File: src/rtl/eth_pkg.sv
// eth_pkg: shared Ethernet constants, framer state type and byte-wise CRC-32 step.
package eth_pkg;
    localparam logic [7:0]  ETH_PREAMBLE    = 8'h55;
    localparam logic [7:0]  ETH_SFD         = 8'hD5;
    localparam logic [31:0] ETH_CRC_RESIDUE = 32'hDEBB20E3;
    localparam logic [31:0] ETH_CRC_POLY    = 32'hEDB88320;

    typedef enum logic [3:0] {IDLE, PREAMBLE, SFD, DATA, PAD, FCS, ABORT, DRAIN, IPG} state_t;

    // Reflected CRC-32, data bits consumed LSB first.
    function automatic logic [31:0] crc32_byte(input logic [31:0] c, input logic [7:0] d);
        logic [31:0] r;
        r = c;
        for (int i = 0; i < 8; i++) r = (r >> 1) ^ ((r[0] ^ d[i]) ? ETH_CRC_POLY : 32'h0);
        return r;
    endfunction
endpackage

File: src/rtl/eth_crc32_8.sv
// eth_crc32_8: byte-wide running CRC-32 register with synchronous reseed.
module eth_crc32_8 import eth_pkg::*; (
    input  logic        tx_clk,
    input  logic        rst_n,
    input  logic        init,
    input  logic        en,
    input  logic [7:0]  data,
    output logic [31:0] crc
);
    always_ff @(posedge tx_clk or negedge rst_n) begin
        if (!rst_n) crc <= '1;
        else if (init) crc <= '1;
        else if (en) crc <= crc32_byte(crc, data);
    end
endmodule

File: src/rtl/eth_mac_tx_framer.sv
// eth_mac_tx_framer: byte-stream to Ethernet frame (preamble, SFD, payload, pad, FCS) with IPG and abort handling.
module eth_mac_tx_framer import eth_pkg::*; #(
    parameter int PREAMBLE_BYTES = 7,
    parameter int IPG_BYTES      = 12,
    parameter int MIN_FRAME      = 60,
    parameter int FCS_EN         = 1
) (
    input  logic       tx_clk,
    input  logic       rst_n,
    input  logic       s_valid,
    output logic       s_ready,
    input  logic [7:0] s_data,
    input  logic       s_last,
    input  logic       s_error,
    output logic       tx_en,
    output logic       tx_err,
    output logic [7:0] tx_data,
    output logic       busy,
    output logic       stat_frame,
    output logic       stat_abort
);
    localparam int CW = (MIN_FRAME > 0) ? $clog2(MIN_FRAME + 1) : 1;
    localparam logic [CW-1:0] MIN_C = CW'(MIN_FRAME);
    localparam state_t AFTER = (FCS_EN != 0) ? FCS : IPG;

    state_t        state;
    logic [3:0]    sub;
    logic [CW-1:0] cnt;
    logic [CW-1:0] cnt_inc;
    logic [7:0]    ipg;
    logic          skip;
    logic          pre_done;
    logic          crc_en;
    logic [31:0]   crc;
    logic [31:0]   fcs;

    assign s_ready  = (state == SFD) || (state == DATA) || (state == DRAIN);
    assign busy     = state != IDLE;
    assign cnt_inc  = (cnt == MIN_C) ? cnt : cnt + 1'b1;
    assign pre_done = sub == 4'(PREAMBLE_BYTES);
    assign crc_en   = (s_valid && !s_error && (state == SFD || state == DATA)) || state == PAD;
    assign fcs      = ~crc;

    eth_crc32_8 u_crc (
        .tx_clk(tx_clk),
        .rst_n (rst_n),
        .init  (state == PREAMBLE && pre_done),
        .en    (crc_en),
        .data  (state == PAD ? 8'h00 : s_data),
        .crc   (crc)
    );

    always_ff @(posedge tx_clk or negedge rst_n) begin
        if (!rst_n) begin
            state      <= IDLE;
            tx_en      <= 1'b0;
            tx_err     <= 1'b0;
            tx_data    <= 8'h00;
            stat_frame <= 1'b0;
            stat_abort <= 1'b0;
            sub        <= 4'd0;
            cnt        <= '0;
            ipg        <= 8'd0;
            skip       <= 1'b0;
        end else begin
            stat_frame <= 1'b0;
            stat_abort <= 1'b0;
            tx_err     <= 1'b0;
            ipg        <= (ipg != 8'd0) ? ipg - 8'd1 : 8'd0;
            case (state)
                IDLE: begin
                    tx_en   <= s_valid;
                    tx_data <= s_valid ? ETH_PREAMBLE : 8'h00;
                    sub     <= 4'd1;
                    state   <= s_valid ? PREAMBLE : IDLE;
                end
                PREAMBLE: begin
                    tx_data <= pre_done ? ETH_SFD : ETH_PREAMBLE;
                    sub     <= sub + 4'd1;
                    cnt     <= '0;
                    state   <= pre_done ? SFD : PREAMBLE;
                end
                SFD, DATA: begin
                    if (!s_valid || s_error) begin
                        state      <= ABORT;
                        tx_err     <= 1'b1;
                        tx_data    <= 8'h00;
                        stat_abort <= 1'b1;
                        skip       <= s_valid & s_last;
                    end else begin
                        tx_data <= s_data;
                        cnt     <= cnt_inc;
                        sub     <= 4'd0;
                        if (!s_last) state <= DATA;
                        else if (cnt_inc < MIN_C) state <= PAD;
                        else begin
                            state      <= AFTER;
                            stat_frame <= FCS_EN == 0;
                        end
                    end
                end
                PAD: begin
                    tx_data <= 8'h00;
                    cnt     <= cnt_inc;
                    if (cnt_inc == MIN_C) begin
                        state      <= AFTER;
                        stat_frame <= FCS_EN == 0;
                    end
                end
                FCS: begin
                    tx_data <= fcs[{sub[1:0], 3'b000} +: 8];
                    sub     <= sub + 4'd1;
                    if (sub == 4'd3) begin
                        state      <= IPG;
                        stat_frame <= 1'b1;
                    end
                end
                ABORT: begin
                    tx_en   <= 1'b0;
                    tx_data <= 8'h00;
                    ipg     <= 8'(IPG_BYTES);
                    state   <= skip ? IPG : DRAIN;
                end
                DRAIN: state <= (s_valid && s_last) ? IPG : DRAIN;
                IPG: begin
                    tx_en   <= 1'b0;
                    tx_data <= 8'h00;
                    sub     <= 4'd1;
                    // Gap counts from the first idle cycle; tx_en still high here means the frame's last byte is on the wire.
                    if (tx_en) ipg <= 8'(IPG_BYTES);
                    else if (ipg <= 8'd1) begin
                        state   <= s_valid ? PREAMBLE : IDLE;
                        tx_en   <= s_valid;
                        tx_data <= s_valid ? ETH_PREAMBLE : 8'h00;
                    end
                end
                default: state <= IDLE;
            endcase
        end
    end
endmodule

File: config.mk
export PLATFORM = sky130hd
export DESIGN_NAME = eth_mac_tx_framer
export DESIGN_NICKNAME = d
export VERILOG_FILES = /design/src/rtl/eth_pkg.sv /design/src/rtl/eth_crc32_8.sv /design/src/rtl/eth_mac_tx_framer.sv
export SDC_FILE = /design/constraint.sdc
export NUM_CORES = 1
export LEC_CHECK = 0
export CAP_MARGIN = 20
export CORE_ASPECT_RATIO = 1.1
export CORE_MARGIN = 5
export CORE_UTILIZATION = 64
export DETAILED_ROUTE_END_ITERATION = 16
export GPL_ROUTABILITY_DRIVEN = 0
export PLACE_DENSITY = 0.95
export SLEW_MARGIN = 20
export SYNTH_ARGS = -nofsm -noshare
export SYNTH_HDL_FRONTEND = slang
export SYNTH_SLANG_ARGS = --single-unit
File: constraint.sdc
create_clock -name tx_clk -period 4.3 [get_ports tx_clk]
set_clock_uncertainty 0.2 [all_clocks]
set_input_delay 1.075 -clock tx_clk [delete_from_list [all_inputs] [get_ports tx_clk]]
set_output_delay 1.075 -clock tx_clk [all_outputs]
set_load 0.02 [all_outputs]
* Word-level counts from Yosys, hierarchy flattened
Index checks and enable logic that the tools add are counted.
** Word-level totals
- Register bits after elaboration :: 66
- Input port bits :: 13
- Output and inout bits :: 14
** Operators by class
- $add $sub $neg :: 3
- Order comparisons :: 2
- Equal/unequal tests :: 17
- Shift-type cells :: 1
- Muxes and demuxes :: 44
- Bitwise operators :: 18
- Reductions and logical operators :: 26
** Operators by type and width (number)
- 32-bit 2-to-1 mux :: 10
- 31-bit by 32-bit bitwise XOR with 32-bit output :: 8
- 8-bit case mux with 6 select lines :: 1
- 8-bit 2-to-1 mux :: 5
- 32-bit inverter :: 1
- 4-bit case mux with 8 select lines :: 1
- 32-bit by 6-bit variable part select with 8-bit output :: 1
- 4-bit 2-to-1 mux :: 7
- 7-bit 2-to-1 mux :: 3
- 4-bit by 3-bit equality test with 1-bit output, second input constant :: 5
- 6-bit case mux with 3 select lines :: 1
- 8-bit case mux with 2 select lines :: 1
- 4-bit by 2-bit equality test with 1-bit output, second input constant :: 3
- 6-bit equality test, second input constant :: 2
- 6-bit 2-to-1 mux :: 2
- 4-bit case mux with 3 select lines :: 1
- 3-bit nonzero test :: 3
- 8-bit by 1-bit less-or-equal comparator with 1-bit output, second input constant :: 1
- 1-bit 2-to-1 mux :: 8
- 2-bit inequality test, second input constant :: 4
- 8-bit nonzero test :: 1
- 2-bit OR reduction :: 4
- 8-bit by 1-bit subtractor with 8-bit output, second input constant :: 1
- 1-bit bitwise XOR :: 8
- 19 further kinds :: 29

* Longest topological paths before layout
- Depth after elaboration :: 28
- Mapped depth :: 10
- Depth with buffers taken out :: 8

* Modules after synthesis
Synthesis repeated with hierarchy kept, for this count alone.
** Second synthesis, totals
- Cells, all modules :: 431
- Area, all modules :: 4364.2 um2
** Modules (own cells, without submodules)
- eth_crc32_8 :: instances 1, cells each 194, area an instance 2198.4 um2, sequential area each 840.8 um2
- eth_mac_tx_framer :: instances 1, cells each 237, area an instance 2165.8 um2, sequential area each 850.8 um2

* Worst setup path after synthesis
Ideal clock, no wire load.
- Path type :: input port to flip-flop
- Start point :: in s_data[1]
- End point :: reg u_crc.crc[20]
- Setup time :: 73 ps
- Arrival :: 2990 ps
- Slack :: 1037 ps
- Stages :: 8
- Cell sequence :: clkbuf_1 xor2_1 nand2_1 xnor2_1 xor2_4 xor3_1 xor2_1 a21oi_1
** On the way
- Cells in the longest elaborated chain, start to end :: 14
** RTL lines
- from (decl) :: RTL line eth_mac_tx_framer.sv:12 : input logic [7:0] s_data,
- 8-bit 2-to-1 mux * :: RTL line eth_mac_tx_framer.sv:49 : .data (state == PAD ? 8'h00 : s_data),
- 1-bit bitwise XOR * :: RTL line eth_pkg.sv:14 : for (int i = 0; i < 8; i++) r = (r >> 1) ^ ((r[0] ^ d[i]) ? ETH_CRC_POLY : 32'h0);
- 32-bit 2-to-1 mux * :: RTL line eth_pkg.sv:14
- 31-bit by 32-bit bitwise XOR with 32-bit output * (6 in a row) :: RTL line eth_pkg.sv:14
- 1-bit bitwise XOR :: RTL line eth_pkg.sv:14
- 32-bit 2-to-1 mux :: RTL line eth_pkg.sv:14
- 31-bit by 32-bit bitwise XOR with 32-bit output * :: RTL line eth_pkg.sv:14
- 32-bit 2-to-1 mux * :: RTL line eth_crc32_8.sv:13 : else if (en) crc <= crc32_byte(crc, data);
- 32-bit 2-to-1 mux * :: RTL line eth_crc32_8.sv:12 : else if (init) crc <= '1;
- to (signal assigned) :: RTL line eth_crc32_8.sv:13
- to (decl) :: RTL line eth_crc32_8.sv:8 : output logic [31:0] crc
Every way passes the cells marked *; elsewhere a longest branch is shown, timed or not. The select of a mux whose other input is x is not followed.
A chain may end at the register's enable or synchronous reset.

* Worst setup path in the final report
Ends and elaborated chain as after synthesis.

==> flow_metrics.py <==
metrics = {
    "clock_network": {
        "clock_sinks": 66,
        "cts_tree": "yes",
        "cts_root_buffer": "clkbuf_8",
        "htree_levels": 3,
        "hold_buffers": 0,
        "cts.repair.resized": 0,
        "clockBufferDepth": 2,
        "cts_made_buffers": 9,
        "cts_setup_buffers": 0,
        "clock_latency_ns": 0.35,
        "path_clk_slew_ns": 0.07,
    },
    "setup_path": {
        "rrSetupSlack_ns": 1.02,
        "crit_path_cell_trace": "clkdlybuf4s50_1 > xor2_1 > nand2_1 > xnor2_1 > xor2_4 > xor3_1 > xor2_1 > a21oi_1",
        "critPathLaunchType": "primary input",
        "critPathMaxStageDelay_ns": 0.59,
        "reg2reg_to": "u_crc.crc[29]",
        "path_common_cell": "xor2_1",
        "cp_max_fo": 5,
        "cp-end-kind": "flop",
        "r2r_start": "state[0]",
        "arrival_ns": 3.60,
        "rr_worst_depth": 8,
        "required_ns": 4.36,
        "path_class": "primary input to flop",
        "cp_slowest_cell": "clkdlybuf4s50_1",
    },
    "die": {
        "core-area_sq_mm": 0.006269,
        "die_y_um": 94.75,
        "start_util": 0.6667,
        "fp-row-count": 30,
        "io-pin-count": 27,
        "design.die.area_sq_mm": 0.008248,
        "fp.dieW_um": 87.05,
    },
    "timing": {
        "tightest_slew_ns": 0.7742,
        "slew-limit-headroom": 0.4804,
        "period_share": 0.8226,
        "setup_viol": 0,
        "post-route-min-period_ns": 3.537,
        "grt_setup_unrepaired": "false",
        "fin_hold_ws_ns": 0.2831,
        "max_freq_mhz": 282.7,
        "slew_viol_final": 0,
        "finalSetupTns_ns": 0,
        "hold_viol_final": 0,
    },
    "global_routing": {
        "grt_pass1_wl_um": 17870,
        "globalRouteTotalUtil": 0.2860,
        "grt_antenna_before_repair": 0,
        "grt_pass1_vias": 3572,
        "grt_max_degree": 32,
        "grt_overflow_total": 0,
    },
    "layout": {
        "nNetsFinal": 473,
        "n_antenna_cell": 0,
        "area_growth_pct": 12.31,
        "n_fill_cell": 367,
        "layout-drive-gt1-share": 0.1765,
    },
    "job": {
        "drv_cap": 0,
    },
    "power": {
        "ir_worst_vdd_mv": 0.5228,
        "leakagePower_nw": 1.894,
        "power.density_mw_per_mm2": 1024,
    },
    "routing": {
        "ant_nets": 0,
        "drt-met1-wl_um": 4002,
        "dr_wl_met2_um": 5274,
        "vias_per_cell": 6.371,
        "drt_iter0_markers": 454,
        "vias": 3434,
        "drt_pass1_iterations": 8,
        "wirelength_um": 10680,
        "wl_per_cell_um": 19.82,
        "drc": 0,
        "dr_wl_met3_um": 898,
        "top_layer_used": "met4",
    },
    "synth": {
        "ys_seq_elements": 66,
        "synth_edf_count": 0,
        "yosysSeqAreaShare": 0.4048,
        "synth_most_common_cell": "nor2_1",
        "syn_inst": 431,
        "yosys_warnings": 0,
        "synth_top_area_share": 0.2036,
        "synth_area_per_cell_sq_um": 9.696,
        "synthDistinctLibCells": 50,
        "netlist_top_cells_count": "nor2_1, nand2_1, xnor2_1, a21oi_1",
        "ys.flop_type": "dfrtp_1",
        "synth-async-reset-ratio": 1.000,
        "synth_largest_area_cell": "dfrtp_1",
        "synthTopCellsByArea": "dfrtp_1, dfstp_2, xnor2_1, xor2_1, nor2_1",
        "synth_nets": 450,
        "synth_area_sq_mm": 0.004179,
    },
    "worst_hold_path": {
        "min-delay-start": "ipg[0]",
        "hp-class": "flop to flop",
        "worstHoldEndpoint": "ipg[0]",
        "worstHoldPathCells": 1,
    },
    "placed_design": {
        "dp_hpwl_um": 7474,
        "port_buffers": 26,
    },
    "status": {
        "status": "completed",
    },
}
cell usage in the layout (no fill, tap or decap), drive strengths merged, types with 3 or more instances in the layout:
cell | netlist | routed
a22oi | 3 | 3
buf | 4 | 8
a31oi | 3 | 3
o31ai | 4 | 4
nand3 | 12 | 12
mux4 | 8 | 8
ha | 6 | 6
a221oi | 4 | 4
clkdlybuf4s50 | 0 | 25
o21ai | 21 | 21
clkbuf | 17 | 14
xor2 | 41 | 41
xnor2 | 42 | 42
inv | 12 | 12
nor2 | 55 | 55
nand2 | 46 | 46
a21oi | 37 | 37
dfrtp | 34 | 34
nand2b | 7 | 7
o211ai | 6 | 6
nor3 | 7 | 7
dfstp | 32 | 32
nand3b | 5 | 5
critical path: cells and delay by family:
family          cells  cell delay [ns]
compound gates      1             0.17
simple gates        1             0.09
buf+inv             1             0.59
xor+xnor            5             1.69
cell type report:
cell class                 count  area (sq um)  share of cell area
clock buffer                  14         172.7             0.03679
clock inverter                 2         35.03            0.007465
inverter                      12         45.04            0.009597
multi-input combinational    332          2341              0.4988
sequential                    66          1692              0.3604
tap                           80         100.1             0.02133
timing repair buffer          33         307.8             0.06558
sequential cells by signal, indices dropped and copies added, names as in the netlist:
name        count
sub             4
cnt             6
tx_en           1
state           4
tx_data         8
stat_abort      1
stat_frame      1
u_crc.crc      32
skip            1
ipg             8
routing by layer:
| metal | global-route usage | up-vias |
|---|---|---|
| met1 | 0.3503 | 1683 |
| met4 | 0.1818 | 0 |
| li1 | - | 1510 |
| met3 | 0.07068 | 52 |
| met2 | 0.4487 | 189 |
| met5 | 0 | - |
worst max path at each step:
stage                     startpoint       endpoint  slack (ns)  cells past startpoint
after global routing       s_data[1]  u_crc.crc[20]        0.60                      8
after CTS                  s_data[1]  u_crc.crc[20]        0.79                      8
after global placement     s_data[1]  u_crc.crc[20]        0.51                      8
after floorplan            s_data[1]  u_crc.crc[20]        1.04                      8
after detailed placement   s_data[1]  u_crc.crc[20]        0.46                      8
final                      s_data[1]  u_crc.crc[20]        0.76                      8
per-stage QoR:
stage / util / cells / setup WS (ns) / power [W] / instance area, sq um
after floorplan: - / 431 / 1.037 / 0.003465 / 4179
after global placement: 0.7156 / 523 / 0.5127 / 0.003966 / 4486
after detailed placement: 0.7156 / 523 / 0.4643 / 0.004157 / 4486
after CTS: 0.7487 / 539 / 0.7892 / 0.004769 / 4693
after global routing: 0.7487 / 539 / 0.5993 / 0.005105 / 4693
final: 0.7487 / 539 / 0.7627 / 0.004806 / 4693
report_power, final:
part / leakage [nW] / internal [W] / switching (W) / total, W
Combinational: 1.01 / 0.00133 / 0.00159 / 0.00292
Clock: 0.107 / 0.000315 / 0.000234 / 0.000549
Sequential: 0.776 / 0.000985 / 0.000356 / 0.00134
Total: 1.89 / 0.00263 / 0.00218 / 0.00481
cells by family after synthesis:
logic type,after synthesis,share of synthesized area
compound gates,89,0.1290
simple gates,143,0.1548
mux,10,0.04820
flops,66,0.4048
buf+inv,33,0.03593
fa+ha+maj,6,0.01796
xor+xnor,84,0.2093
Power figures use the tool's default switching activity.
